$ cat config.mk
export PLATFORM = sky130hd
export DESIGN_NAME = uart_hex_stream_tx
export DESIGN_NICKNAME = d
export VERILOG_FILES = /design/src/rtl/uart_hex_stream_tx.sv
export SDC_FILE = /design/constraint.sdc
export NUM_CORES = 1
export LEC_CHECK = 0
export CAP_MARGIN = 20
export CORE_ASPECT_RATIO = 1.5
export CORE_MARGIN = 8
export CORE_UTILIZATION = 54
export DETAILED_ROUTE_END_ITERATION = 10
export MAX_ROUTING_LAYER = met4
export PLACE_DENSITY = 0.76
export SYNTH_ARGS = -nofsm -noshare
export SYNTH_HDL_FRONTEND = slang
export SYNTH_SLANG_ARGS = --single-unit
export TNS_END_PERCENT = 10
$ cat constraint.sdc
create_clock -name clk -period 4.3 [get_ports clk]
set_clock_uncertainty 0.1 [all_clocks]
set_input_delay 0.86 -clock clk [delete_from_list [all_inputs] [get_ports clk]]
set_output_delay 0.86 -clock clk [all_outputs]
set_load 0.01 [all_outputs]
$ cat src/rtl/uart_hex_stream_tx.sv
// Buffered UART transmitter that prints each sample as a line of ASCII hex digits.
// Samples queue in a small FIFO so capture can continue while a line is on the wire.
module uart_hex_stream_tx #(
    parameter int CLK_FREQ   = 100_000_000,
    parameter int BAUD       = 115200,
    parameter int DATA_WIDTH = 40,
    parameter int FIFO_DEPTH = 4,
    parameter bit LOWERCASE  = 1'b0,
    parameter bit CRLF       = 1'b0
) (
    input  logic                  clk,
    input  logic                  rst,
    input  logic [DATA_WIDTH-1:0] in_data,
    input  logic                  in_valid,
    output logic                  in_ready,
    output logic                  tx,
    output logic                  busy,
    output logic [7:0]            drop_count
);

    localparam int CLKS_PER_BIT = CLK_FREQ / BAUD;
    localparam int NHEX         = DATA_WIDTH / 4;
    localparam int NCHAR        = NHEX + 1 + (CRLF ? 1 : 0);
    localparam int CW           = $clog2(CLKS_PER_BIT);
    localparam int IW           = $clog2(NCHAR);
    localparam int AW           = $clog2(FIFO_DEPTH);

    localparam logic [CW-1:0] CLK_LAST  = CW'(CLKS_PER_BIT - 1);
    localparam logic [IW-1:0] IDX_LAST  = IW'(NCHAR - 1);
    localparam logic [AW:0]   FIFO_FULL = (AW + 1)'(FIFO_DEPTH);

    localparam logic [1:0] S_IDLE  = 2'd0;
    localparam logic [1:0] S_START = 2'd1;
    localparam logic [1:0] S_DATA  = 2'd2;
    localparam logic [1:0] S_STOP  = 2'd3;

    function automatic logic [7:0] hex_ascii(input logic [3:0] nib);
        if (nib < 4'd10) begin
            return 8'h30 + {4'h0, nib};
        end else if (LOWERCASE) begin
            return 8'h57 + {4'h0, nib};
        end else begin
            return 8'h37 + {4'h0, nib};
        end
    endfunction

    // Index 0 is the most-significant nibble; indices past the digits are the terminator.
    function automatic logic [7:0] char_at(input logic [DATA_WIDTH-1:0] word,
                                           input logic [IW-1:0]         idx);
        logic [DATA_WIDTH-1:0] shifted;
        shifted = word;
        if (int'(idx) < NHEX) begin
            shifted = word >> (4 * (NHEX - 1 - int'(idx)));
            return hex_ascii(shifted[3:0]);
        end else if (CRLF && int'(idx) == NHEX) begin
            return 8'h0D;
        end else begin
            return 8'h0A;
        end
    endfunction

    logic [1:0]            state_q, state_d;
    logic [CW-1:0]         clk_cnt_q, clk_cnt_d;
    logic [2:0]            bit_q, bit_d;
    logic [IW-1:0]         idx_q, idx_d;
    logic [DATA_WIDTH-1:0] line_q, line_d;
    logic [7:0]            sh_q, sh_d;
    logic                  tx_q, tx_d;
    logic [7:0]            drop_q, drop_d;

    logic [DATA_WIDTH-1:0] mem_q [FIFO_DEPTH];
    logic [DATA_WIDTH-1:0] mem_d [FIFO_DEPTH];
    logic [AW-1:0]         wr_q, wr_d;
    logic [AW-1:0]         rd_q, rd_d;
    logic [AW:0]           cnt_q, cnt_d;

    logic                  empty;
    logic                  full;
    logic                  push;
    logic                  pop;
    logic [DATA_WIDTH-1:0] head;

    assign empty      = (cnt_q == '0);
    assign full       = (cnt_q == FIFO_FULL);
    assign in_ready   = !full;
    assign push       = in_valid && in_ready;
    assign head       = mem_q[rd_q];
    assign tx         = tx_q;
    assign busy       = (state_q != S_IDLE) || !empty;
    assign drop_count = drop_q;

    always_comb begin
        mem_d = mem_q;
        wr_d  = wr_q;
        rd_d  = rd_q;
        cnt_d = cnt_q;
        if (push) begin
            mem_d[wr_q] = in_data;
            wr_d        = wr_q + AW'(1);
        end
        if (pop) begin
            rd_d = rd_q + AW'(1);
        end
        case ({push, pop})
            2'b10:   cnt_d = cnt_q + (AW + 1)'(1);
            2'b01:   cnt_d = cnt_q - (AW + 1)'(1);
            default: cnt_d = cnt_q;
        endcase
    end

    always_comb begin
        drop_d = drop_q;
        if (in_valid && !in_ready && drop_q != 8'hFF) begin
            drop_d = drop_q + 8'd1;
        end
    end

    always_comb begin
        state_d   = state_q;
        clk_cnt_d = clk_cnt_q;
        bit_d     = bit_q;
        idx_d     = idx_q;
        line_d    = line_q;
        sh_d      = sh_q;
        pop       = 1'b0;
        case (state_q)
            S_IDLE: begin
                if (!empty) begin
                    pop       = 1'b1;
                    line_d    = head;
                    idx_d     = '0;
                    sh_d      = char_at(head, '0);
                    clk_cnt_d = '0;
                    state_d   = S_START;
                end
            end
            S_START: begin
                if (clk_cnt_q == CLK_LAST) begin
                    clk_cnt_d = '0;
                    bit_d     = 3'd0;
                    state_d   = S_DATA;
                end else begin
                    clk_cnt_d = clk_cnt_q + CW'(1);
                end
            end
            S_DATA: begin
                if (clk_cnt_q == CLK_LAST) begin
                    clk_cnt_d = '0;
                    if (bit_q == 3'd7) begin
                        state_d = S_STOP;
                    end else begin
                        bit_d = bit_q + 3'd1;
                    end
                end else begin
                    clk_cnt_d = clk_cnt_q + CW'(1);
                end
            end
            S_STOP: begin
                if (clk_cnt_q == CLK_LAST) begin
                    clk_cnt_d = '0;
                    // Next character starts immediately; only a finished line returns to IDLE.
                    if (idx_q == IDX_LAST) begin
                        state_d = S_IDLE;
                    end else begin
                        idx_d   = idx_q + IW'(1);
                        sh_d    = char_at(line_q, idx_q + IW'(1));
                        state_d = S_START;
                    end
                end else begin
                    clk_cnt_d = clk_cnt_q + CW'(1);
                end
            end
            default: state_d = S_IDLE;
        endcase
    end

    always_comb begin
        tx_d = 1'b1;
        if (state_q == S_START) begin
            tx_d = 1'b0;
        end else if (state_q == S_DATA) begin
            tx_d = sh_q[bit_q];
        end
    end

    always_ff @(posedge clk) begin
        if (rst) begin
            state_q   <= S_IDLE;
            clk_cnt_q <= '0;
            bit_q     <= 3'd0;
            idx_q     <= '0;
            tx_q      <= 1'b1;
            drop_q    <= 8'd0;
            wr_q      <= '0;
            rd_q      <= '0;
            cnt_q     <= '0;
        end else begin
            state_q   <= state_d;
            clk_cnt_q <= clk_cnt_d;
            bit_q     <= bit_d;
            idx_q     <= idx_d;
            tx_q      <= tx_d;
            drop_q    <= drop_d;
            wr_q      <= wr_d;
            rd_q      <= rd_d;
            cnt_q     <= cnt_d;
        end
    end

    // Payload storage needs no reset: it is only read once the control state says it is valid.
    always_ff @(posedge clk) begin
        mem_q  <= mem_d;
        line_q <= line_d;
        sh_q   <= sh_d;
    end

endmodule

==> flow_summary.json <==
{
  "status": "completed",
  "cts_setup_buffers": 0,
  "drc": 0,
  "area_growth_pct": 16.1,
  "finalCriticalPeriod_ns": 3.35,
  "wirelength_mm": 17.1,
  "nNetsFinal": 686,
  "antenna_left": 0,
  "grt_max_degree": 43,
  "cp-end-kind": "flop",
  "worstPathMaxFanout": 10,
  "cpPeakStageDelay_ns": 0.46,
  "cp-start-kind": "flop",
  "cp.arrival_ns": 3.50,
  "fin_total_pwr_mw": 6.76,
  "synth-seq-cells": 242,
  "io_pins": 54,
  "ctsHoldBuffers": 0,
  "cp_slowest_cell": "xnor2_2",
  "cts.sinks": 242,
  "drt_iter0_drc": 292,
  "maxCapViolCount": 0,
  "gr-total-overflow": 0,
  "mostFrequentLayoutCell": "edfxtp_1",
  "num_rows": 60,
  "finalCritPeriodShare": 0.779,
  "yosysSeqAreaShare": 0.708,
  "p_leak_nw": 3.79,
  "cp.required_ns": 4.45,
  "crit_chain": "inv_1 > ha_1 > ha_1 > xnor2_1 > xnor2_2 > mux2_2 > inv_1 > nand2_1 > ha_1 > o2111ai_1 > o211a_1 > o22a_1",
  "p_per_area_nw_per_um2": 597,
  "vias": 4996,
  "cts_root_buf": "clkbuf_16",
  "mostFrequentLayoutCells": "edfxtp_1 (207), clkdlybuf4s50_1 (53), mux4_2 (46)",
  "tightest_slew_ns": 1.06,
  "firstDrtPassIters": 4,
  "hp-class": "flop to flop",
  "synth_area_um2": 9760,
  "path_clk_slew_ns": 0.07,
  "start_util": 0.546,
  "synth_edf_count": 207,
  "crit_buf_inv": 2,
  "io_buffers": 53,
  "grt_use_total": 0.159,
  "synthesis.nets": 621,
  "dp_slack_ns": 0.951,
  "timing.fmax_mhz": 299,
  "synthArstFlopShare": 0,
  "drive_gt1_frac": 0.164,
  "syn_inst": 558,
  "diodes": 0,
  "cts_max_level": 1,
  "synth.avg_cell_area_um2": 17.5,
  "die_area_um2": 22700,
  "numCtsBuffers": 22,
  "gp_congestion": 0.882,
  "ys_warn_count": 0,
  "slew_viol_final": 0,
  "hpwlAfterDp_mm": 11.2,
  "die_x_um": 126,
  "ys_types": 57,
  "worst_ir_drop_vdd_v": 0.000390,
  "cpMostUsedCell": "ha_1",
  "core_area_um2": 17900,
  "hold_ws_ns": 0.407,
  "instances_no_fill": 856,
  "wl_per_cell_um": 20.0,
  "tritoncts": "yes",
  "grt_pass1_vias": 5322,
  "hold_viol_final": 0,
  "grt_pass1_wl_mm": 27.6,
  "clk_path_buf_depth": 3,
  "viasPerCell": 5.84,
  "ys.flop_type": "edfxtp_1",
  "tns_ns": 0,
  "crit_type": "flop to flop",
  "grt_setup_unrepaired": "false",
  "insertion_delay_ns": 0.50,
  "finalWorstSetupSlack_ns": 0.952,
  "dp.cells": 813,
  "slew_headroom": 0.294,
  "path_delay_family": "adder cells",
  "setup_viol": 0,
  "cts_resized": 0,
  "die_h_um": 181,
  "antenna_found_initial": 0
}
logic make-up after synthesis:
group	share of synthesized area
buf+inv	0.0163
flops	0.708
compound gates	0.0402
xor+xnor	0.0205
simple gates	0.0563
fa+ha+maj	0.0264
mux	0.132
Yosys cell counts (12+ instances only):
library cell | n | area share
nor2_1 | 36 | 0.014
inv_1 | 16 | 0.0062
nand2_1 | 23 | 0.0088
mux2i_1 | 18 | 0.018
o21ai_0 | 12 | 0.0062
dfxtp_1 | 35 | 0.072
a21oi_1 | 21 | 0.011
edfxtp_1 | 207 | 0.64
xor2_1 | 14 | 0.013
ha_1 | 19 | 0.024
mux4_2 | 46 | 0.11
worst register-to-register path, cell delays in order (launching register included):
cell and delay (ns):
dfxtp_1 0.44, inv_1 0.14, ha_1 0.33, ha_1 0.20, xnor2_1 0.15, xnor2_2 0.46
mux2_2 0.42, inv_1 0.08, nand2_1 0.07, ha_1 0.28, o2111ai_1 0.10, o211a_1 0.15
o22a_1 0.19
where the power goes:
| part | internal, mW | switching (mW) | total (mW) | leakage (nW) |
|---|---|---|---|---|
| sequential | 3.14 | 0.189 | 3.33 | 2.20 |
| clock | 1.17 | 0.822 | 1.99 | 0.349 |
| combinational | 0.641 | 0.801 | 1.44 | 1.24 |
| total | 4.95 | 1.81 | 6.76 | 3.79 |
worst paths after layout:
kind,startpoint,endpoint,slack (ns),cells past startpoint
setup / recovery,idx_q[0],sh_q[1],0.95,12
hold / removal,clk_cnt_q[9],clk_cnt_q[9],0.41,2
setup reg to reg,idx_q[0],sh_q[1],0.95,12
hold reg to reg,clk_cnt_q[9],clk_cnt_q[9],0.41,2
flip-flops by register name, summed over array words and instances, names as in the netlist:
register / count
cnt_q: 3
clk_cnt_q: 10
drop_count: 8
rd_q: 2
wr_q: 2
state_q: 2
mem_q: 160
bit_q: 3
line_q: 40
sh_q: 7
idx_q: 4
tx: 1
final cells by class:
class	instances	area (µm²)
clock buffer	27	591
clock inverter	13	159
fill	1226	6540
inverter	17	63.8
multi-input combinational	279	2700
sequential	242	6920
tap	217	272
timing repair buffer	61	628
stage by stage:
step	util	cell area, µm²
after floorplan	-	9760
after global placement	0.589	10500
after detailed placement	0.589	10500
after CTS	0.631	11300
after global routing	0.634	11300
final	0.634	11300
metal layers:
| metal | GRT usage | routed length (µm) |
|---|---|---|
| met3 | 0.0237 | 645 |
| met1 | 0.166 | 6490 |
| met4 | 0.0609 | 468 |
| met5 | - | 0 |
| met2 | 0.293 | 9480 |
(Power assumes the default switching activity.)
